**config.mk**
```make
export PLATFORM = sky130hd
export DESIGN_NAME = genesis_pad_emulator
export DESIGN_NICKNAME = d
export VERILOG_FILES = /design/src/rtl/genesis_pad_emulator.sv
export SDC_FILE = /design/constraint.sdc
export NUM_CORES = 1
export LEC_CHECK = 0
export CAP_MARGIN = 20
export CORE_MARGIN = 1.5
export CORE_UTILIZATION = 50
export DETAILED_ROUTE_END_ITERATION = 10
export PLACE_DENSITY_LB_ADDON = 0.08
export REMOVE_ABC_BUFFERS = 1
export SYNTH_ARGS = -nofsm -noshare
export SYNTH_HDL_FRONTEND = slang
export SYNTH_SLANG_ARGS = --single-unit
```
**constraint.sdc**
```tcl
create_clock -name iCLK -period 3.5 [get_ports iCLK]
set_input_delay 0.7 -clock iCLK [delete_from_list [all_inputs] [get_ports iCLK]]
set_output_delay 0.7 -clock iCLK [all_outputs]
set_load 0.1 [all_outputs]
```
**src/rtl/genesis_pad_emulator.sv**
```systemverilog
// genesis_pad_emulator
// Console-facing Genesis / Mega Drive pad responder. It samples the
// console-driven SELECT line, tracks the 6-button select-cycle phase, and
// drives the six active-low data lines from a {Z,Y,X,M,S,C,B,A,U,D,L,R}
// button vector (1 = pressed). The vector layout matches the pad-reader side,
// so a decoded pad can be passed straight through.
//
// SYNC_STAGES must be 2 or 3. TIMEOUT must be at least 2.

module genesis_pad_emulator #(
  parameter int TIMEOUT     = 75000,
  parameter int SYNC_STAGES = 2
) (
  input  logic        iCLK,
  input  logic        iN_RESET,
  input  logic        iSELECT,
  input  logic [11:0] iBUTTONS,
  input  logic        iSIX_BUTTON,
  output logic [5:0]  oGENPAD,
  output logic [2:0]  oPHASE
);

  // Phase encodings for the select-cycle counter.
  localparam logic [2:0] PH_IDLE  = 3'd0;
  localparam logic [2:0] PH_1     = 3'd1;
  localparam logic [2:0] PH_3     = 3'd3;
  localparam logic [2:0] PH_4     = 3'd4;

  // The timeout counter only has to reach TIMEOUT-1, so this width never wraps.
  localparam int         TW        = (TIMEOUT > 2) ? $clog2(TIMEOUT) : 1;
  localparam logic [TW-1:0] TIMER_MAX = TW'(TIMEOUT - 1);
  localparam logic [TW-1:0] TIMER_ONE = TW'(1);

  // Button bit positions inside iBUTTONS.
  localparam int B_R = 0;
  localparam int B_L = 1;
  localparam int B_D = 2;
  localparam int B_U = 3;
  localparam int B_A = 4;
  localparam int B_B = 5;
  localparam int B_C = 6;
  localparam int B_S = 7;
  localparam int B_M = 8;
  localparam int B_X = 9;
  localparam int B_Y = 10;
  localparam int B_Z = 11;

  logic [SYNC_STAGES-1:0] sync_q;
  logic                   sel_d_q;
  logic                   sel_s;
  logic                   fall;

  logic [2:0]             phase_q,  phase_d;
  logic [TW-1:0]          timer_q,  timer_d;
  logic [5:0]             genpad_q, genpad_d;

  assign sel_s = sync_q[SYNC_STAGES-1];
  assign fall  = sel_d_q & ~sel_s;

  // SELECT synchronizer chain plus the one-cycle delay used for edge detection.
  always_ff @(posedge iCLK) begin
    // NOTE: state registers use non-blocking assignments so every flop samples
    // the pre-edge values; blocking here would collapse the chain into one flop.
    if (!iN_RESET) begin
      // NOTE: the chain resets to the idle-high SELECT level, so releasing reset
      // while SELECT is high never manufactures a falling edge.
      sync_q  <= '1;
      sel_d_q <= 1'b1;
    end else begin
      sync_q  <= {sync_q[SYNC_STAGES-2:0], iSELECT};
      sel_d_q <= sel_s;
    end
  end

  // Phase counter and idle timeout: a fall advances the phase (saturating at
  // 4) and restarts the timer; a fall that coincides with timer expiry starts
  // a fresh sequence at phase 1; expiry without a fall returns to idle.
  always_comb begin
    // NOTE: every combinational output gets a default first so no path can
    // leave a value unassigned and infer a latch.
    phase_d = phase_q;
    timer_d = timer_q;
    if (fall) begin
      timer_d = '0;
      if (timer_q == TIMER_MAX) begin
        phase_d = PH_1;
      end else if (phase_q != PH_4) begin
        phase_d = phase_q + 3'd1;
      end
    end else if (phase_q != PH_IDLE) begin
      if (timer_q == TIMER_MAX) begin
        phase_d = PH_IDLE;
        timer_d = '0;
      end else begin
        timer_d = timer_q + TIMER_ONE;
      end
    end else begin
      timer_d = '0;
    end
  end

  // Output mapping from the live SELECT level and the post-update phase, so
  // the word registered on a fall already reflects the new phase.
  always_comb begin
    genpad_d = {~iBUTTONS[B_C], ~iBUTTONS[B_B], ~iBUTTONS[B_U],
                ~iBUTTONS[B_D], ~iBUTTONS[B_L], ~iBUTTONS[B_R]};
    if (!iSIX_BUTTON || (phase_d < PH_3)) begin
      if (!sel_s) begin
        genpad_d = {~iBUTTONS[B_S], ~iBUTTONS[B_A], ~iBUTTONS[B_U],
                    ~iBUTTONS[B_D], 2'b00};
      end
    end else if (phase_d == PH_3) begin
      if (sel_s) begin
        genpad_d = {~iBUTTONS[B_C], ~iBUTTONS[B_B], ~iBUTTONS[B_Z],
                    ~iBUTTONS[B_Y], ~iBUTTONS[B_X], ~iBUTTONS[B_M]};
      end else begin
        genpad_d = {~iBUTTONS[B_S], ~iBUTTONS[B_A], 4'b0000};
      end
    end else begin
      if (!sel_s) begin
        genpad_d = {~iBUTTONS[B_S], ~iBUTTONS[B_A], 4'b1111};
      end
    end
  end

  // Phase, timer and output registers.
  always_ff @(posedge iCLK) begin
    if (!iN_RESET) begin
      phase_q  <= PH_IDLE;
      timer_q  <= '0;
      genpad_q <= 6'b111111;
    end else begin
      phase_q  <= phase_d;
      timer_q  <= timer_d;
      genpad_q <= genpad_d;
    end
  end

  assign oGENPAD = genpad_q;
  assign oPHASE  = phase_q;

endmodule

```
After elaboration in Yosys (flattened, before gate mapping)
Cells that the tools add are included.

Bitwise operators: 16. Add/subtract/negate cells: 2. $lt $le $gt $ge: 1. Reductions and logical operators: 4. Equality and inequality tests: 3. Muxes and demuxes: 10.

Operators with widths (count): $mux 6 (5); $add 17x1->17 const B (1); $eq 17x17->1 const B (1); $mux 3 (5); $not 1->1 (15); $reduce_or 4->1 (1); $add 3x1->3 const B (1); $eq 3x2->1 const B (1); $lt 3x2->1 const B (1); $ne 3x3->1 const B (1); $reduce_bool 3->1 (1); $and 1x1->1 (1); $logic_not 1->1 (1); $logic_or 1x1->1 (1).

Bits in registers: 29. Input bits: 16. Output and inout port bits: 9.

Depth between registers and ports, before layout
Gate-level depths: netlist (run 1).

Depth in word-level cells: 7. Mapped depth: 8. Depth with buffers taken out: 8.

Least setup slack after synthesis (run 1)
Ideal clock, no wire load.

Path kind: flip-flop to flip-flop. From: register phase_q[0] (netlist: oPHASE[0]). To: register genpad_q[0] (netlist: oGENPAD[0]). Data required time: 3386 ps. Path slack: 838 ps. Stages on the path, launching flop included: 9. Arrival time: 2548 ps. Period minus slack after synthesis: 2662 ps. Path buffers: 0. Setup time: 114 ps. Cell sequence: dfxtp_1 > inv_1 > ha_1 > nor2b_1 > and2_1 > a2bb2oi_1 > a221o_2 > mux2i_1 > a21o_1.

Word-level cells in the longest chain between the ends: 7.

RTL lines: start, declared (RTL line 53) `logic [2:0] phase_q, phase_d;`; start signal, assigned (RTL line 133) `phase_q <= phase_d;`; $add 3x1->3 / $ne 3x3->1 (equally long branches) (RTL line 88, 87); $mux 3 (RTL line 87) `end else if (phase_q != PH_4) begin`; $mux 3 (RTL line 85) `if (timer_q == TIMER_MAX) begin`; $mux 3 (*) (RTL line 83) `if (fall) begin`; $lt 3x2->1 / $eq 3x2->1 (equally long branches) (RTL line 107, 112); $logic_or 1x1->1 / $mux 6 (equally long branches) (RTL line 107, 112); $mux 6 (*) (RTL line 107) `if (!iSIX_BUTTON || (phase_d < PH_3)) begin`; end signal, assigned (RTL line 135) `genpad_q <= genpad_d;`; end, declared (RTL line 55) `logic [5:0] genpad_q, genpad_d;`.

Every way passes the cells marked *; elsewhere a longest branch is shown, timed or not. A chain may end at the register's enable or synchronous reset.

Worst setup path after layout (run 1)
From: register phase_q[1] (netlist: oPHASE[1]). To: output oPHASE[1].

RTL lines: end, declared (RTL line 20) `output logic [2:0] oPHASE`.

No word-level cell between the ends.

==> flow_metrics.py, run 1 <==
metrics = {
    "final_layout": {
        "nFillCells": 215,
        "num_antenna_cells": 0,
        "nets": 194,
        "syn_to_final_growth_pct": 23.8,
        "fin_cells": 206,
        "final_cell_mix": "dfxtp_1, clkdlybuf4s50_1, nor2_1",
        "drive_gt1_share_pct": 9.66,
        "mostFrequentLayoutCell": "dfxtp_1",
        "utilization_pct": 67.2,
    },
    "yosys": {
        "muxShareOfSynthArea_pct": 3.77,
        "synth_warnings": 0,
        "synth_cell_types": 37,
        "ys_ff_latch": 29,
        "ys_seq_area_share_pct": 41.7,
        "synth_top_family_by_area": "simple AND/OR/NAND/NOR gates",
        "synth_largest_area_cell": "dfxtp_1",
        "avgSynthCellArea_um2": 9.23,
        "ys.flop_type": "dfxtp_1",
        "yosys.area_share.simple_pct": 28.6,
        "synth-edff-count": 0,
        "netlist_instances": 151,
        "synth_xor_area_share_pct": 9.43,
        "async_flop_share_pct": 0,
        "yosys-top-cells-area": "dfxtp_1, xor2_1, nor2_1",
        "synthesis.area_um2": 1390,
        "synth_compound_area_share_pct": 9.07,
        "synth_fa_ha_area_share_pct": 2.69,
        "yosysTopAreaCellShare_pct": 41.7,
    },
    "timing": {
        "finalSetupViolCount": 0,
        "tns_ns": 0,
        "worst_pin_slew_ns": 0.986,
        "fin_worst_skew_ns": 0.00832,
        "max_freq_ghz": 0.390,
        "min_period_over_period_pct": 73.2,
        "drv_slew": 0,
        "rsz0062_at_grt": "no",
        "setup_ws_ns": 0.937,
        "period_minus_slack_ns": 2.56,
        "hold_violations": 0,
        "relSlewSlack_pct": 34.0,
    },
    "routing": {
        "wire_per_inst_um": 12.8,
        "via_count": 1115,
        "vias_per_cell": 5.41,
        "drt_iter0_drc": 28,
        "drc": 0,
        "antenna_left": 0,
        "drtPass1Iterations": 4,
        "wirelength_um": 2640,
    },
    "run": {
        "max_cap_violations": 0,
    },
    "place": {
        "dp_slack_ns": 1.03,
        "place_congestion": 0.852,
        "io_buffers": 24,
        "post-dp-hpwl_um": 1960,
        "placedCellCount": 198,
    },
    "worst_setup_path": {
        "cp_top_family": "buffers and inverters",
        "required_ns": 2.80,
        "critPathKind": "reg -> out",
        "crit_arrival_ns": 1.86,
        "startpoint_type": "flop",
        "worst_path_max_delay_cell": "clkdlybuf4s50_1",
        "cp_cell_sequence": "clkdlybuf4s50_1",
        "crit_buf_inv": 1,
        "path_max_fanout": 4,
        "end_kind": "output port",
        "critPathMaxStageDelay_ns": 1.15,
    },
    "global_route": {
        "first_global_vias": 1111,
        "antenna_found_initial": 0,
        "grt_max_degree": 18,
        "grtUsageTotal_pct": 19.4,
        "grt_overflow_total": 0,
        "grt_pass1_wl_um": 4740,
    },
    "power": {
        "p_leak_nw": 0.663,
        "power_density_nw_per_um2": 449,
        "vdd_drop_max_mv": 0.413,
    },
    "floorplan": {
        "core_area_um2": 2570,
        "die_h_um": 55.8,
        "start_util_pct": 54.3,
        "row_count": 18,
        "fp.dieW_um": 55.8,
        "boundaryPins": 25,
        "dieArea_um2": 3110,
    },
    "clocking": {
        "ctsHoldBuffers": 0,
        "cts_tree": "built",
        "cts_buffers": 5,
        "cts_htree_levels": 2,
        "clock_latency_ns": 0.32,
        "clockBufferDepth": 2,
        "cts_resized": 0,
        "root_buffer": "clkbuf_4",
        "cts.sinks": 29,
        "path_clk_slew_ns": 0.10,
        "cts_setup_buffers": 0,
    },
    "worst_hold_path": {
        "min-delay-path-class": "reg -> reg",
    },
    "outcome": {
        "status": "completed",
    },
}
synth_stat cells (3+ instances only):
master	number
dfxtp_1	29
nor2_1	19
nand2_1	17
xor2_1	10
nand3_1	8
inv_1	6
nor2b_1	5
xnor2_1	5
a21oi_1	4
and4_1	4
clkbuf_1	3
ha_1	3
mux2i_1	3
nand2b_1	3
sequential cells by signal, summed over array words and instances, names as in the netlist:
name,count
oGENPAD,6
sel_d_q,1
oPHASE,3
timer_q,17
sync_q,2
through the flow:
stage	hold slack [ns]	area [µm²]	power, mW
6_report	0.414	1730	0.774
5_1_grt	0.432	1730	0.802
4_1_cts	0.417	1730	0.780
3_5_place_dp	0.393	1620	0.439
3_3_place_gp	0.396	1620	0.438
2_1_floorplan	0.386	1350	0.406
report_power, final:
| group | switching (mW) | total [mW] | internal [mW] |
|---|---|---|---|
| registers | 0.00515 | 0.342 | 0.337 |
| logic | 0.0563 | 0.0895 | 0.0332 |
| clock network | 0.121 | 0.342 | 0.221 |
cells by family after synthesis:
group,after synthesis
adders and majority gates,3
buffers and inverters,13
and+or+nand+nor,69
DFF,29
muxes,5
AOI/OAI and AO/OA,17
xor gates and xnor gates,15
per-layer routing:
layer | global-route usage [%] | vias up | part of all wire, %
met1 | 21.8 | 521 | 43
met3 | 4.42 | 5 | 4.0
met4 | 8.36 | 0 | 1.5
met5 | 0 | - | 0
li1 | - | 568 | -
met2 | 34.7 | 21 | 51
cell type report:
class / count / area [µm²] / share of cell area [%]
tap: 30 / 37.5 / 2.18
multi-input combinational: 109 / 747 / 43.3
clock buffer: 5 / 37.5 / 2.18
sequential: 29 / 581 / 33.6
inverter: 6 / 22.5 / 1.31
clock inverter: 3 / 65.1 / 3.77
timing repair buffer: 24 / 235 / 13.6
worst paths after layout:
kind | end | slack (ns) | start | depth (start not counted)
setup / recovery | oPHASE[1] | 0.94 | oPHASE[1] | 1
hold reg to reg | sync_q[1] | 0.41 | sync_q[0] | 1
hold / removal | sync_q[1] | 0.41 | sync_q[0] | 1
setup reg to reg | oGENPAD[1] | 1.34 | oPHASE[0] | 8
Power figures use the tool's default switching activity.
==> run 2, diff against run 1 <==
clock period = 2.7 ns   (was 3.5 ns; I/O delays follow)
==> run 2 against run 1 <==
Compared with the run above: clock-buffer cell count grew 1; total power grew 3.2%; first-iteration DRC count grew 36%; design area shrank 4.0%; sequential share of layout area grew 1.4 points; core utilization shrank 2.7 points; sequential power grew 30%; critical endpoint is now oGENPAD[1]; largest cell class unchanged.
==> flow_metrics.py, run 2 (synthesis gave the netlist of run 1 again) <==
metrics = {
    "clocking": {
        "clock_latency_ns": 0.31,
        "ctsHoldBuffers": 0,
        "cts_setup_buffers": 0,
        "cts_tree": "built",
        "path_clk_slew_ns": 0.09,
        "root_buffer": "clkbuf_4",
        "cts_buffers": 5,
        "cts_htree_levels": 2,
        "cts_resized": 0,
        "clockBufferDepth": 2,
        "cts.sinks": 29,
    },
    "routing": {
        "wire_per_inst_um": 12.6,
        "antenna_left": 0,
        "vias_per_cell": 5.32,
        "drt_iter0_drc": 38,
        "drtPass1Iterations": 4,
        "drc": 0,
        "via_count": 1096,
        "wirelength_um": 2600,
    },
    "floorplan": {
        "row_count": 18,
        "boundaryPins": 25,
        "dieArea_um2": 3110,
        "fp.dieW_um": 55.8,
        "start_util_pct": 54.3,
        "die_h_um": 55.8,
        "core_area_um2": 2570,
    },
    "final_layout": {
        "final_cell_mix": "dfxtp_1, nor2_1, nand2_1",
        "num_antenna_cells": 0,
        "syn_to_final_growth_pct": 18.9,
        "regMostFlops": "timer_q",
        "fin_cells": 206,
        "largest_reg_flops": 17,
        "mostFrequentLayoutCell": "dfxtp_1",
        "nFillCells": 240,
        "nets": 194,
        "utilization_pct": 64.5,
        "drive_gt1_share_pct": 13.1,
        "stdcell_area_um2": 1660,
    },
    "timing": {
        "max_freq_ghz": 0.459,
        "relSlewSlack_pct": 62.2,
        "min_period_over_period_pct": 80.8,
        "hold_violations": 0,
        "worst_pin_slew_ns": 0.567,
        "finalSetupViolCount": 0,
        "fin_worst_skew_ns": 0.00431,
        "holdWs_ns": 0.418,
        "rsz0062_at_grt": "no",
        "period_minus_slack_ns": 2.18,
        "setup_ws_ns": 0.519,
        "tns_ns": 0,
        "drv_slew": 0,
    },
    "power": {
        "power.share.sequential_pct": 55.5,
        "total_power_uw": 799,
        "p_int_uw": 577,
        "vdd_drop_max_mv": 0.349,
        "sw_frac_of_total_pct": 27.8,
        "power_density_nw_per_um2": 482,
        "p_leak_nw": 0.644,
        "combPwrFrac_pct": 14.2,
        "switchingPower_uw": 222,
        "clkPwrFrac_pct": 30.3,
    },
    "place": {
        "placedCellCount": 198,
        "place_area_um2": 1610,
        "dp_slack_ns": 0.439,
        "place_congestion": 0.822,
        "post-dp-hpwl_um": 1930,
        "io_buffers": 24,
    },
    "worst_setup_path": {
        "crit_cells": 8,
        "cp_top_family": "compound AO/OA/AOI/OAI gates",
        "required_ns": 2.92,
        "r2r.worst_path.cells": 8,
        "crit_arrival_ns": 2.40,
        "rr_endpoint": "oGENPAD[1]",
        "crit_buf_inv": 1,
        "cp-startpoint": "oPHASE[0]",
        "critPathKind": "reg -> reg",
        "cp-endpoint": "oGENPAD[1]",
        "path_max_fanout": 9,
        "worst_path_max_delay_cell": "dfxtp_1",
        "startpoint_type": "flop",
        "ff2ff_setup_slack_ns": 0.52,
        "critPathMaxStageDelay_ns": 0.49,
        "cp_cell_sequence": "inv_1, ha_1, nor2b_1, and2_1, a2bb2oi_1, a221o_2, mux2i_1, a21o_1",
        "r2r-start": "oPHASE[0]",
        "end_kind": "flop",
    },
    "global_route": {
        "grt_pass1_wl_um": 4600,
        "antenna_found_initial": 0,
        "first_global_vias": 1079,
        "grtUsageTotal_pct": 18.5,
        "grt_max_degree": 18,
        "grt_overflow_total": 0,
    },
    "outcome": {
        "status": "completed",
    },
    "run": {
        "max_cap_violations": 0,
    },
    "worst_hold_path": {
        "min-delay-path-class": "reg -> reg",
    },
}
[run 2: changes by cell type in the layout (fill, tap and decap cells not counted), sizes merged]
cell	delta
buf	+7
bufinv	-2
clkbuf	+1
clkdlybuf4s50	-7
clkinv	+1
[run 2: how the worst min path moves through the flow]
stage | startpoint | end | slack [ns] | cells after the start
after floorplan | sync_q[0] | sync_q[1] | 0.39 | 1
after global placement | sync_q[0] | sync_q[1] | 0.40 | 1
after detailed placement | sync_q[0] | sync_q[1] | 0.39 | 1
after CTS | sync_q[0] | sync_q[1] | 0.42 | 1
after global routing | sync_q[0] | sync_q[1] | 0.45 | 1
final | sync_q[0] | sync_q[1] | 0.42 | 1
[run 2: cell type report]
class / instances / area, µm² / area share (%)
Multi-Input combinational cell: 109 / 747 / 45.1
Sequential cell: 29 / 581 / 35.0
Timing Repair Buffer: 24 / 218 / 13.1
Clock buffer: 6 / 41.3 / 2.49
Tap cell: 30 / 37.5 / 2.27
Inverter: 6 / 22.5 / 1.36
Clock inverter: 2 / 10.0 / 0.604
[run 2: worst reg2reg max path: cells and delay by family (launching register included)]
family	cells	cell delay, ns
buffers and inverters	1	0.13
adder cells (fa/ha/maj)	1	0.28
multiplexers	1	0.14
AO/OA/AOI/OAI	3	0.66
AND/OR/NAND/NOR	2	0.38
flip-flops	1	0.49
[run 2: power groups by stage]
stage	Combinational [mW]	Sequential [mW]	Clock (mW)
after global routing	0.120	0.444	0.276
after floorplan	0.0261	0.500	0
after CTS	0.114	0.443	0.252
after detailed placement	0.114	0.453	0
after global placement	0.113	0.453	0
final	0.114	0.443	0.242
[run 2: layer usage]
layer	GRT usage (%)	wire, µm
met2	33.5	1340
met4	5.23	29
met5	0	0
met1	20.6	1120
met3	5.81	111
==> run 3, diff against run 2 <==
CORE_UTILIZATION = 46   (was 50)
clock period = 1.99 ns   (was 2.7 ns; I/O delays follow)
==> run 3 against run 2 <==
Compared with the run above: die area increased by 8.2%; via count increased by 7.8%; clock-buffer cell count up 1; first-iteration DRC count grew 13%; clock power grew 110%; final cell count increased by 6.3%; global-route usage grew 0.52 points; sequential power rose by 35%; hold slack improved by 0.012 ns; sequential share of layout area is 3.1 points lower; wire length is 12% higher; critical path type unchanged; largest power group unchanged.
==> flow_metrics.py, run 3 (synthesis gave the netlist of run 1 again) <==
metrics = {
    "global_route": {
        "grt_use_met3_pct": 6.70,
        "grt_max_degree": 18,
        "gr-max-usage-layer": "met2",
        "grtUsageMet1_pct": 21.1,
        "grt_pass1_wl_um": 4900,
        "met2_usage_pct": 32.1,
        "antenna_found_initial": 0,
        "grtUsageTotal_pct": 19.0,
        "first_global_vias": 1131,
        "grt_overflow_total": 0,
    },
    "timing": {
        "period_minus_slack_ns": 1.91,
        "finalSetupViolCount": 0,
        "rsz0062_at_grt": "no",
        "relSlewSlack_pct": 76.5,
        "min_period_over_period_pct": 95.9,
        "setup_ws_ns": 0.0821,
        "drv_slew": 0,
        "max_freq_ghz": 0.524,
        "worst_pin_slew_ns": 0.350,
        "fin_worst_skew_ns": 0.00554,
        "hold_violations": 0,
    },
    "worst_setup_path": {
        "crit_arrival_ns": 2.14,
        "path_common_cell": "mux2i_1",
        "r2r.worst_path.cells": 6,
        "critPathKind": "reg -> reg",
        "end_kind": "flop",
        "path_max_fanout": 6,
        "cp_cell_sequence": "nor4bb_4, nand4_4, mux2i_1, a221o_2, mux2i_1, a21o_1",
        "rr_endpoint": "oGENPAD[1]",
        "worst_path_max_delay_cell": "a221o_2",
        "required_ns": 2.22,
        "r2r-start": "timer_q[3]",
        "ff2ff_setup_slack_ns": 0.08,
        "startpoint_type": "flop",
        "critPathMaxStageDelay_ns": 0.44,
    },
    "power": {
        "p_leak_nw": 0.729,
        "power_density_nw_per_um2": 703,
        "vdd_drop_max_mv": 0.420,
    },
    "worst_hold_path": {
        "min-delay-path-class": "reg -> reg",
        "min_from": "sync_q[0]",
        "holdPathEnd": "sync_q[1]",
        "hold_path_depth": 1,
    },
    "final_layout": {
        "num_antenna_cells": 0,
        "regMostFlops": "timer_q",
        "mostFrequentLayoutCell": "dfxtp_1",
        "fin_cells": 219,
        "regArea_um2": 586,
        "nets": 206,
        "largest_reg_flops": 17,
        "syn_to_final_growth_pct": 31.7,
        "nFillCells": 242,
        "drive_gt1_share_pct": 22.9,
        "stdcell_area_um2": 1840,
        "final_cell_mix": "dfxtp_1, nor2_1, buf_4",
        "multi_input_area_um2": 771,
    },
    "place": {
        "post-dp-hpwl_um": 2130,
        "placedCellCount": 211,
        "io_buffers": 24,
        "dp_slack_ns": 0.0262,
        "place_congestion": 0.878,
        "place_area_um2": 1720,
    },
    "clocking": {
        "root_buffer": "clkbuf_4",
        "clock_latency_ns": 0.33,
        "clockBufferDepth": 2,
        "cts_buffers": 5,
        "cts_setup_buffers": 0,
        "cts_tree": "built",
        "ctsHoldBuffers": 0,
        "path_clk_slew_ns": 0.10,
        "cts_htree_levels": 2,
        "cts.sinks": 29,
    },
    "routing": {
        "drt_iter0_drc": 43,
        "wire_per_inst_um": 13.3,
        "drtPass1Iterations": 4,
        "via_count": 1181,
        "wirelength_um": 2910,
        "vias_per_cell": 5.39,
        "drc": 0,
        "antenna_left": 0,
    },
    "run": {
        "max_cap_violations": 0,
    },
    "floorplan": {
        "fp.dieW_um": 58.0,
        "dieArea_um2": 3370,
        "start_util_pct": 49.7,
        "core_area_um2": 2810,
        "row_count": 19,
        "boundaryPins": 25,
        "die_h_um": 58.0,
    },
    "outcome": {
        "status": "completed",
    },
}
==> run 3: cell types whose count changed in the layout (fill, tap and decap cells not counted), sizes merged <==
| cell | before | now |
|---|---|---|
| buf | 9 | 21 |
| clkinv | 2 | 0 |
| bufinv | 0 | 1 |
| clkbuf | 6 | 7 |
==> run 3: how the worst max path moves through the flow <==
| stage | startpoint | endpoint | slack [ns] | cells after the start |
|---|---|---|---|---|
| 2_1_floorplan | oPHASE[0] | oGENPAD[0] | -0.67 | 8 |
| 3_3_place_gp | sel_d_q | oGENPAD[0] | 0.07 | 6 |
| 3_5_place_dp | timer_q[1] | oGENPAD[1] | 0.03 | 7 |
| 4_1_cts | timer_q[1] | oGENPAD[1] | 0.008 | 7 |
| 5_1_grt | timer_q[0] | oGENPAD[0] | 0.002 | 7 |
| 6_report | timer_q[3] | oGENPAD[1] | 0.08 | 6 |
==> run 3: cell type report <==
class	count	area share [%]
multi-input cells	109	42.0
flip-flops and latches	29	31.9
repair buffers	36	18.1
clock buffers	7	3.00
well taps	31	2.11
clock inverters	1	1.64
inverters	6	1.23
==> run 3: per-stage QoR <==
stage	power, mW	hold slack, ns	setup TNS [ns]	util, %
after global placement	0.782	0.399	0	61.4
final	1.29	0.429	0	65.4
after CTS	1.30	0.421	0	64.6
after global routing	1.33	0.453	0	65.4
after detailed placement	0.786	0.398	0	61.4
after floorplan	0.714	0.386	-9.90	-
==> run 3: routing by layer <==
layer | part of all wire [%] | vias up
met4 | 2.5 | 0
met1 | 41 | 553
met5 | 0 | -
li1 | - | 587
met3 | 4.8 | 10
met2 | 52 | 31
==> run 3: power by group <==
| group | total [mW] | internal [mW] | switching [mW] |
|---|---|---|---|
| Clock | 0.515 | 0.300 | 0.215 |
| Sequential | 0.600 | 0.593 | 0.00682 |
| Combinational | 0.176 | 0.0693 | 0.107 |
| Total | 1.29 | 0.962 | 0.329 |
==> run 3: critical path, delay by kind of cell (launching register included) <==
family,cells,cell delay [ns]
AO/OA/AOI/OAI,2,0.61
flip-flops,1,0.38
multiplexers,2,0.30
AND/OR/NAND/NOR,2,0.52
==> run 3: repair_timing <==
action | 4_1_cts | 5_1_grt
gates cloned | 0 | 0
gates resized for setup | 1 | 8
setup endpoints to repair | 2 | 4
pin swaps | 0 | 4
